===== src/rtl/down_ctr_timer.sv =====
// -----------------------------------------------------------------------------
// down_ctr_timer
//
// Loadable down-counter used as an interval / terminal-count timer.
// It supports one-shot and auto-reload operation. A load writes both the live
// count and a reload register. Start moves the IDLE controller into RUN.
// While in RUN, each enabled edge decrements the count. On the edge where the
// count leaves 1, a single-cycle tc pulse is raised. In auto-reload mode the
// count is then refilled from the reload register; otherwise the counter
// returns to IDLE at zero. All outputs are registered.
//
// Ports:
//   clk          in   system clock, rising-edge active
//   reset        in   synchronous active-high reset, highest priority
//   load         in   capture load_val into count and reload register, abort run
//   load_val     in   [WIDTH]  value captured on load
//   start        in   begin counting from the current count (IDLE only)
//   en           in   count enable; 0 pauses while in RUN
//   auto_reload  in   1 = refill from reload register at terminal count
//   count        out  [WIDTH]  current counter value
//   busy         out  high while in RUN
//   tc           out  one-cycle terminal-count pulse
// -----------------------------------------------------------------------------
module down_ctr_timer #(
    parameter int WIDTH = 4
) (
    input  logic             clk,
    input  logic             reset,
    input  logic             load,
    input  logic [WIDTH-1:0] load_val,
    input  logic             start,
    input  logic             en,
    input  logic             auto_reload,
    output logic [WIDTH-1:0] count,
    output logic             busy,
    output logic             tc
);

    typedef enum logic {
        IDLE = 1'b0,
        RUN  = 1'b1
    } state_t;

    state_t           state_q, state_d;
    logic [WIDTH-1:0] count_q, count_d;
    logic [WIDTH-1:0] reload_q, reload_d;
    logic             busy_q, busy_d;
    logic             tc_q, tc_d;

    always_comb begin
        state_d  = state_q;
        count_d  = count_q;
        reload_d = reload_q;
        busy_d   = busy_q;
        tc_d     = 1'b0;

        if (load) begin
            // A load always wins over start/count and silently aborts a run.
            count_d  = load_val;
            reload_d = load_val;
            state_d  = IDLE;
            busy_d   = 1'b0;
        end else begin
            case (state_q)
                IDLE: begin
                    if (start) begin
                        // Starting from zero has nothing to count: report
                        // terminal count immediately and stay idle.
                        if (count_q == '0) begin
                            tc_d = 1'b1;
                        end else begin
                            state_d = RUN;
                            busy_d  = 1'b1;
                        end
                    end
                end
                RUN: begin
                    if (en) begin
                        if (count_q > WIDTH'(1)) begin
                            count_d = count_q - WIDTH'(1);
                        end else begin
                            // Terminal edge. A zero reload value cannot
                            // sustain a period, so it falls back to one-shot.
                            tc_d = 1'b1;
                            if (auto_reload && (reload_q != '0)) begin
                                count_d = reload_q;
                            end else begin
                                count_d = '0;
                                state_d = IDLE;
                                busy_d  = 1'b0;
                            end
                        end
                    end
                end
                default: begin
                    state_d = IDLE;
                    busy_d  = 1'b0;
                end
            endcase
        end
    end

    always_ff @(posedge clk) begin
        if (reset) begin
            state_q  <= IDLE;
            count_q  <= '0;
            reload_q <= '0;
            busy_q   <= 1'b0;
            tc_q     <= 1'b0;
        end else begin
            state_q  <= state_d;
            count_q  <= count_d;
            reload_q <= reload_d;
            busy_q   <= busy_d;
            tc_q     <= tc_d;
        end
    end

    assign count = count_q;
    assign busy  = busy_q;
    assign tc    = tc_q;

endmodule


===== config.mk =====
export PLATFORM = sky130hd
export DESIGN_NAME = down_ctr_timer
export DESIGN_NICKNAME = d
export VERILOG_FILES = /design/src/rtl/down_ctr_timer.sv
export SDC_FILE = /design/constraint.sdc
export NUM_CORES = 1
export LEC_CHECK = 0
export CAP_MARGIN = 20
export CELL_PAD_IN_SITES_DETAIL_PLACEMENT = 0
export CELL_PAD_IN_SITES_GLOBAL_PLACEMENT = 2
export CORE_MARGIN = 2
export CORE_UTILIZATION = 29
export DETAILED_ROUTE_END_ITERATION = 10
export PLACE_DENSITY = 0.77
export SLEW_MARGIN = 5
export SYNTH_ARGS = -nofsm -noshare
export SYNTH_HDL_FRONTEND = slang
export SYNTH_SLANG_ARGS = --single-unit

===== constraint.sdc =====
create_clock -name clk -period 3.1 [get_ports clk]
set_input_delay 0.465 -clock clk [delete_from_list [all_inputs] [get_ports clk]]
set_output_delay 0.465 -clock clk [all_outputs]
set_load 0.02 [all_outputs]

==> results.py, run 1 <==
metrics = {
    "sta": {
        "maxSlewViolCount": 0,
        "finalSetupTns_ns": 0,
        "slew_headroom": 0.688,
        "skew_ns": 0.00311,
        "fin_crit_sh": 0.600,
        "min_period_ns": 1.86,
        "final-hold-violation-count": 0,
        "setup_violations": 0,
        "rsz0062_at_grt": "no",
        "worst_pin_slew_ns": 0.467,
        "fmax_mhz": 538,
    },
    "route": {
        "drtIter0Drc": 18,
        "antenna_left": 0,
        "vias_per_cell": 5.17,
        "drc": 0,
        "first_pass_iters": 4,
        "vias": 574,
        "totalWireLength_um": 1410,
        "wl_per_cell_um": 12.7,
    },
    "critical_path": {
        "crit_fanout": 11,
        "path_cells": "clkdlybuf4s50_1 -> and2b_1 -> nand2_1 -> a22o_1 -> a221oi_1",
        "r2r_slack_ns": 1.44,
        "end_kind": "register",
        "crit_type": "primary input to register",
        "crit_path_top_delay_cell": "clkdlybuf4s50_1",
        "required_ns": 3.26,
        "arrival_ns": 2.02,
        "crit_path_start_kind": "primary input",
        "cpPeakStageDelay_ns": 0.64,
    },
    "cells_and_area": {
        "insertedDiodeCount": 0,
        "layout_commonest_cell": "clkdlybuf4s50_1",
        "syn2layout_area_growth_pct": 32.1,
        "nets": 97,
        "layout-drive-gt1-share": 0.119,
        "final_cell_mix": "15 x clkdlybuf4s50_1, 11 x dfxtp_1, 8 x nand2_1",
        "final_area_um2": 803,
        "finalCoreUtilization": 0.409,
        "fillCellCount": 228,
    },
    "global_routing": {
        "grt_max_degree": 12,
        "overflow": 0,
        "grt_pass1_vias": 536,
        "gr-usage-all-layers": 0.124,
        "grt_first_pass_wirelength_um": 2330,
        "antenna_found_initial": 0,
    },
    "clocking": {
        "ctsResizeCount": 0,
        "numClockSinks": 11,
        "postCtsSetupBuffers": 0,
        "clock_latency_ns": 0.27,
        "htree_levels": 1,
        "root_buffer": "clkbuf_4",
        "cts_buffers": 3,
        "clock_path_buffers": 2,
        "cts_tree": "yes",
        "ctsHoldBuffers": 0,
        "clkSlewWorstSetupHoldPaths_ns": 0.07,
    },
    "placement": {
        "globalplace.congestion": 0.826,
        "dp_hpwl_um": 1080,
        "placement.io_buffers": 15,
        "dpl-instance-area_um2": 777,
    },
    "power_and_ir_drop": {
        "peakVddDrop_uv": 236,
        "p_int_uw": 247,
        "power_density_mw_per_mm2": 442,
        "switchingPower_uw": 108,
        "clockPowerShare": 0.280,
        "p_leak_uw": 0.000312,
        "switching_share": 0.305,
        "combPwrFrac": 0.267,
        "power_frac_seq": 0.453,
    },
    "synthesis": {
        "synth_cell_types": 32,
        "synth_edf_count": 0,
        "synthesis.area_um2": 608,
        "synth_seq_area_share": 0.362,
        "synth_cells": 67,
        "async_flop_share": 0,
        "synth_seq_cells": 11,
        "yosysWarningCount": 0,
        "ys.flop_type": "dfxtp_1",
        "syn_area_per_cell_um2": 9.08,
        "syn-num-nets": 79,
    },
    "job": {
        "max_cap_violations": 0,
    },
    "die": {
        "die_h_um": 49.8,
        "floorplan.initialDensity": 0.310,
        "core_mm2": 0.00196,
        "die_area_mm2": 0.00248,
        "rows": 16,
        "io-pin-count": 16,
        "die_x_um": 49.8,
    },
    "status": {
        "status": "finished, final reports clean",
    },
    "worst_hold_path": {
        "min_path_type": "register to register",
    },
}
[flip-flops by register name, indices dropped and copies added, names as in the netlist]
name,count
busy,1
reload_q,4
count,4
tc,1
state_q,1
[metrics by stage]
step | hold WS, ns | power, µW | instances | worst slack, ns
final | 0.486 | 355 | 111 | 1.24
after global routing | 0.518 | 377 | 111 | 1.19
after CTS | 0.493 | 356 | 111 | 1.24
after detailed placement | 0.483 | 258 | 107 | 0.970
after global placement | 0.486 | 261 | 107 | 1.01
after floorplan | 0.454 | 223 | 67 | 1.49
[synth_stat cells, types with 2 or more instances]
library cell | n | area [µm²]
a21oi_1 | 4 | 20.0
a221oi_1 | 3 | 26.3
a22o_1 | 3 | 26.3
dfxtp_1 | 11 | 220
ha_1 | 2 | 25.0
inv_1 | 4 | 15.0
mux2i_1 | 3 | 30.0
nand2_1 | 8 | 30.0
nor2_1 | 4 | 15.0
o21ai_0 | 3 | 15.0
[path summary, 6_finish.rpt]
check	startpoint	endpoint	cells past startpoint
max	load	count[1]	5
min	busy	busy	2
max reg2reg	count[0]	count[1]	6
min reg2reg	busy	busy	2
[final cells by class]
class / instances / area [µm²] / share of cell area
timing repair buffer: 15 / 150 / 0.187
inverter: 5 / 18.8 / 0.0234
tap: 27 / 33.8 / 0.0421
clock buffer: 4 / 26.3 / 0.0327
multi-input combinational: 49 / 354 / 0.441
sequential: 11 / 220 / 0.274
[logic make-up (layout without fill, tap and decap cells)]
| kind of cell | Yosys count | count (layout) | share of synthesized area |
|---|---|---|---|
| AO/OA/AOI/OAI | 22 | 22 | 0.280 |
| XOR/XNOR | 1 | 1 | 0.0144 |
| adder cells (fa/ha/maj) | 2 | 2 | 0.0411 |
| buffers and inverters | 7 | 24 | 0.0555 |
| flip-flops | 11 | 11 | 0.362 |
| multiplexers | 3 | 3 | 0.0494 |
| AND/OR/NAND/NOR | 21 | 21 | 0.198 |
[metal layers]
metal | vias up | wire [µm] | track usage
met4 | 0 | 23 | 0.0694
met5 | - | 0 | 0
met3 | 4 | 59 | 0.0273
met2 | 19 | 673 | 0.198
met1 | 264 | 647 | 0.152
li1 | 287 | - | -
[power by group through the flow]
stage	clock network [µW]	registers [µW]	logic [µW]
2_1_floorplan	0	170	53.4
3_3_place_gp	0	165	96.6
3_5_place_dp	0	164	94.1
4_1_cts	100	161	94.6
5_1_grt	110	163	104
6_report	99.5	161	95.0
[worst max-delay path: cells and delay by family]
kind	cells	cell delay, ns
compound gates	2	0.50
buf+inv	1	0.64
simple gates	2	0.41
(Power assumes the default switching activity.)
==> run 2: changes to the inputs <==
- CORE_UTILIZATION: 29 -> 24
- PLACE_DENSITY: 0.77 -> 0.68
- clock period: 3.1 -> 1.6 ns (I/O delays scaled with it)
==> run 2 against run 1 <==
Net effect: register-to-register slack got worse by 1.3 ns; worst hold slack improved by 0.0073 ns; combinational power rose by 110%; largest power group unchanged; critical endpoint is now count[0]; total power rose by 98%; largest cell class unchanged.
==> results.py, run 2 (synthesized netlist as in run 1, its figures left out) <==
metrics = {
    "sta": {
        "holdWs_ns": 0.494,
        "fin_crit_sh": 0.927,
        "setup_violations": 0,
        "final-hold-violation-count": 0,
        "fmax_mhz": 674,
        "setup_slack_ns": 0.116,
        "worst_pin_slew_ns": 0.458,
        "maxSlewViolCount": 0,
        "slew_headroom": 0.694,
        "min_period_ns": 1.48,
        "skew_ns": 0.0122,
        "rsz0062_at_grt": "no",
    },
    "clocking": {
        "postCtsSetupBuffers": 0,
        "cts_tree": "yes",
        "ctsResizeCount": 2,
        "ctsHoldBuffers": 0,
        "clock_path_buffers": 2,
        "htree_levels": 1,
        "cts_buffers": 3,
        "clock_latency_ns": 0.27,
        "numClockSinks": 11,
        "clkSlewWorstSetupHoldPaths_ns": 0.08,
        "root_buffer": "clkbuf_4",
    },
    "die": {
        "die_area_mm2": 0.00295,
        "rows": 18,
        "die_x_um": 54.3,
        "floorplan.initialDensity": 0.250,
        "die_h_um": 54.3,
        "core_mm2": 0.00243,
        "io-pin-count": 16,
    },
    "route": {
        "drtIter0Drc": 4,
        "vias_per_cell": 4.78,
        "drc": 0,
        "first_pass_iters": 4,
        "vias": 564,
        "antenna_left": 0,
        "wl_per_cell_um": 12.2,
        "totalWireLength_um": 1440,
    },
    "power_and_ir_drop": {
        "p_leak_uw": 0.000343,
        "power_density_mw_per_mm2": 828,
        "peakVddDrop_uv": 301,
        "p_total_uw": 702,
    },
    "status": {
        "status": "finished, final reports clean",
    },
    "critical_path": {
        "reg2reg_from": "count[1]",
        "critical_path_buf_inv_count": 1,
        "path_cells": "clkdlybuf4s50_1",
        "required_ns": 1.36,
        "cp.depth": 1,
        "cpPeakStageDelay_ns": 0.60,
        "end_kind": "primary output",
        "crit_path_start_kind": "register",
        "arrival_ns": 1.24,
        "critPathLaunch": "count[0]",
        "crit_end": "count[0]",
        "rr_worst_depth": 6,
        "crit_family": "buffers and inverters",
        "r2r-end": "count[2]",
        "crit_type": "register to primary output",
        "r2r_slack_ns": 0.12,
        "crit_fanout": 5,
        "crit_path_top_delay_cell": "clkdlybuf4s50_1",
    },
    "cells_and_area": {
        "layout-drive-gt1-share": 0.205,
        "insertedDiodeCount": 0,
        "nets": 101,
        "fillCellCount": 273,
        "finalCoreUtilization": 0.349,
        "syn2layout_area_growth_pct": 39.5,
        "layout_commonest_cell": "clkdlybuf4s50_1",
        "final_cell_mix": "13 x clkdlybuf4s50_1, 10 x dfxtp_1, 8 x nand2_1",
    },
    "worst_hold_path": {
        "min_path_type": "register to register",
    },
    "global_routing": {
        "overflow": 0,
        "grtUsageMet2": 0.179,
        "grt_pass1_vias": 558,
        "met1_usage": 0.149,
        "antenna_found_initial": 0,
        "grtUsageMet3": 0.0246,
        "gr-usage-all-layers": 0.118,
        "grt_first_pass_wirelength_um": 2420,
        "top_usage_layer": "met2",
        "grt_max_degree": 12,
    },
    "placement": {
        "dp_slack_ns": -0.00398,
        "globalplace.congestion": 0.758,
        "dp_hpwl_um": 1200,
        "placement.io_buffers": 15,
    },
    "job": {
        "max_cap_violations": 0,
    },
}
[run 2: worst min-delay path by stage]
stage / start / to / slack [ns] / cells past startpoint
final: busy / busy / 0.49 / 2
after global routing: busy / busy / 0.53 / 2
after CTS: busy / busy / 0.50 / 2
after detailed placement: busy / busy / 0.48 / 2
after global placement: busy / busy / 0.48 / 2
after floorplan: reset / state_q / 0.32 / 1
[run 2: routing by layer]
| layer | wire, µm | up-vias |
|---|---|---|
| li1 | - | 292 |
| met1 | 681 | 257 |
| met2 | 661 | 11 |
| met3 | 60 | 4 |
| met4 | 40 | 0 |
| met5 | 0 | - |
[run 2: cell type report]
| class | instances | area (µm²) | area share |
|---|---|---|---|
| multi-input cells | 49 | 363 | 0.428 |
| inverters | 5 | 18.8 | 0.0221 |
| repair buffers | 19 | 178 | 0.209 |
| flip-flops and latches | 11 | 224 | 0.264 |
| clock inverters | 1 | 5.00 | 0.00590 |
| clock buffers | 3 | 22.5 | 0.0265 |
| well taps | 30 | 37.5 | 0.0442 |
[run 2: where the power goes]
| group | internal, µW | switching (µW) | total [µW] |
|---|---|---|---|
| sequential | 292 | 19.3 | 312 |
| combinational | 97.9 | 98.8 | 197 |
| clock | 92.5 | 101 | 194 |
[run 2: per-stage QoR]
step                cells  TNS (ns)  cell area [µm²]
floorplan              67         0              609
global placement      114  -0.00573              812
detailed placement    114  -0.00398              812
CTS                   118         0              837
global route          118         0              848
finish                118         0              848
==> run 3: changes to the inputs <==
- CORE_MARGIN: 2 -> not set
==> run 3 against run 2 <==
Net effect: largest cell class unchanged; sequential share of layout area fell by 0.22 points; die area down 7.2%; count of clock-buffer cells in the layout stayed put.
==> results.py, run 3 (synthesized netlist as in run 1, its figures left out) <==
metrics = {
    "global_routing": {
        "antenna_found_initial": 0,
        "grt_max_degree": 12,
        "grt_pass1_vias": 543,
        "gr-usage-all-layers": 0.118,
        "overflow": 0,
        "grt_first_pass_wirelength_um": 2330,
    },
    "placement": {
        "dp_slack_ns": -0.0334,
        "placement.io_buffers": 15,
        "globalplace.congestion": 0.823,
        "dp_hpwl_um": 1120,
    },
    "sta": {
        "skew_ns": 0.00796,
        "slew_headroom": 0.694,
        "setup_slack_ns": 0.124,
        "final-hold-violation-count": 0,
        "maxSlewViolCount": 0,
        "fin_crit_sh": 0.923,
        "worst_pin_slew_ns": 0.458,
        "min_period_ns": 1.48,
        "fmax_mhz": 677,
        "rsz0062_at_grt": "no",
        "setup_violations": 0,
    },
    "die": {
        "die_h_um": 52.3,
        "io-pin-count": 16,
        "die_x_um": 52.3,
        "core_mm2": 0.00230,
        "floorplan.initialDensity": 0.265,
        "die_area_mm2": 0.00274,
        "rows": 17,
    },
    "status": {
        "status": "finished, final reports clean",
    },
    "cells_and_area": {
        "layout_commonest_cell": "clkdlybuf4s50_1",
        "insertedDiodeCount": 0,
        "layout-drive-gt1-share": 0.216,
        "nets": 101,
        "syn2layout_area_growth_pct": 39.1,
        "finalCoreUtilization": 0.368,
        "final_cell_mix": "13 x clkdlybuf4s50_1, 10 x dfxtp_1, 8 x nand2_1",
    },
    "power_and_ir_drop": {
        "power_density_mw_per_mm2": 818,
        "p_total_uw": 691,
        "peakVddDrop_uv": 308,
        "p_leak_uw": 0.000342,
    },
    "clocking": {
        "clock_latency_ns": 0.26,
        "ctsHoldBuffers": 0,
        "clock_path_buffers": 2,
        "htree_levels": 1,
        "postCtsSetupBuffers": 0,
        "clkSlewWorstSetupHoldPaths_ns": 0.08,
        "cts_buffers": 3,
        "cts_tree": "yes",
        "numClockSinks": 11,
        "root_buffer": "clkbuf_4",
        "ctsResizeCount": 2,
    },
    "route": {
        "totalWireLength_um": 1370,
        "first_pass_iters": 6,
        "wl_per_cell_um": 11.8,
        "drc": 0,
        "drtIter0Drc": 21,
        "vias_per_cell": 4.89,
        "vias": 567,
        "antenna_left": 0,
    },
    "critical_path": {
        "path_cells": "clkdlybuf4s50_1",
        "required_ns": 1.36,
        "crit_path_start_kind": "register",
        "crit_type": "register to primary output",
        "end_kind": "primary output",
        "cpPeakStageDelay_ns": 0.61,
        "crit_family": "buffers and inverters",
        "crit_path_top_delay_cell": "clkdlybuf4s50_1",
        "crit_fanout": 5,
        "arrival_ns": 1.24,
        "critical_path_buf_inv_count": 1,
    },
    "worst_hold_path": {
        "min_path_type": "register to register",
    },
    "job": {
        "max_cap_violations": 0,
    },
}
[run 3: area by class of cell]
| type | count | area (µm²) |
|---|---|---|
| inverters | 5 | 18.8 |
| fillers | 242 | 1450 |
| flip-flops and latches | 11 | 221 |
| multi-input cells | 49 | 365 |
| repair buffers | 19 | 178 |
| clock buffers | 3 | 22.5 |
| clock inverters | 1 | 5.00 |
| well taps | 28 | 35.0 |
[run 3: final timing paths]
kind / slack (ns) / startpoint / endpoint / depth (start not counted)
min reg2reg: 0.49 / busy / busy / 2
min: 0.49 / busy / busy / 2
max reg2reg: 0.14 / count[0] / count[2] / 6
max: 0.12 / count[0] / count[0] / 1
[run 3: layer usage]
metal | GRT usage | part of all wire | wire (µm) | vias to the layer above
met5 | 0 | 0 | 0 | -
met4 | 0.0658 | 0.0087 | 12 | 0
met3 | 0.0348 | 0.048 | 66 | 2
met2 | 0.177 | 0.46 | 632 | 12
met1 | 0.149 | 0.48 | 662 | 256
li1 | - | - | - | 297
[run 3: where the power goes]
| part | internal (µW) | switching, µW | leakage [µW] |
|---|---|---|---|
| clock | 92.3 | 91.3 | 0.0000177 |
| sequential | 293 | 19.5 | 0.0000910 |
| combinational | 98.3 | 97.3 | 0.000233 |
| total | 483 | 208 | 0.000342 |
[run 3: per-stage QoR]
stage                     hold WS (ns)  area, µm²  setup TNS, ns  instances
final                            0.491        846              0        116
after CTS                        0.493        835              0        116
after global routing             0.512        846              0        116
after floorplan                  0.319        609              0         67
after detailed placement         0.483        810        -0.0668        112
after global placement           0.472        810        -0.0300        112
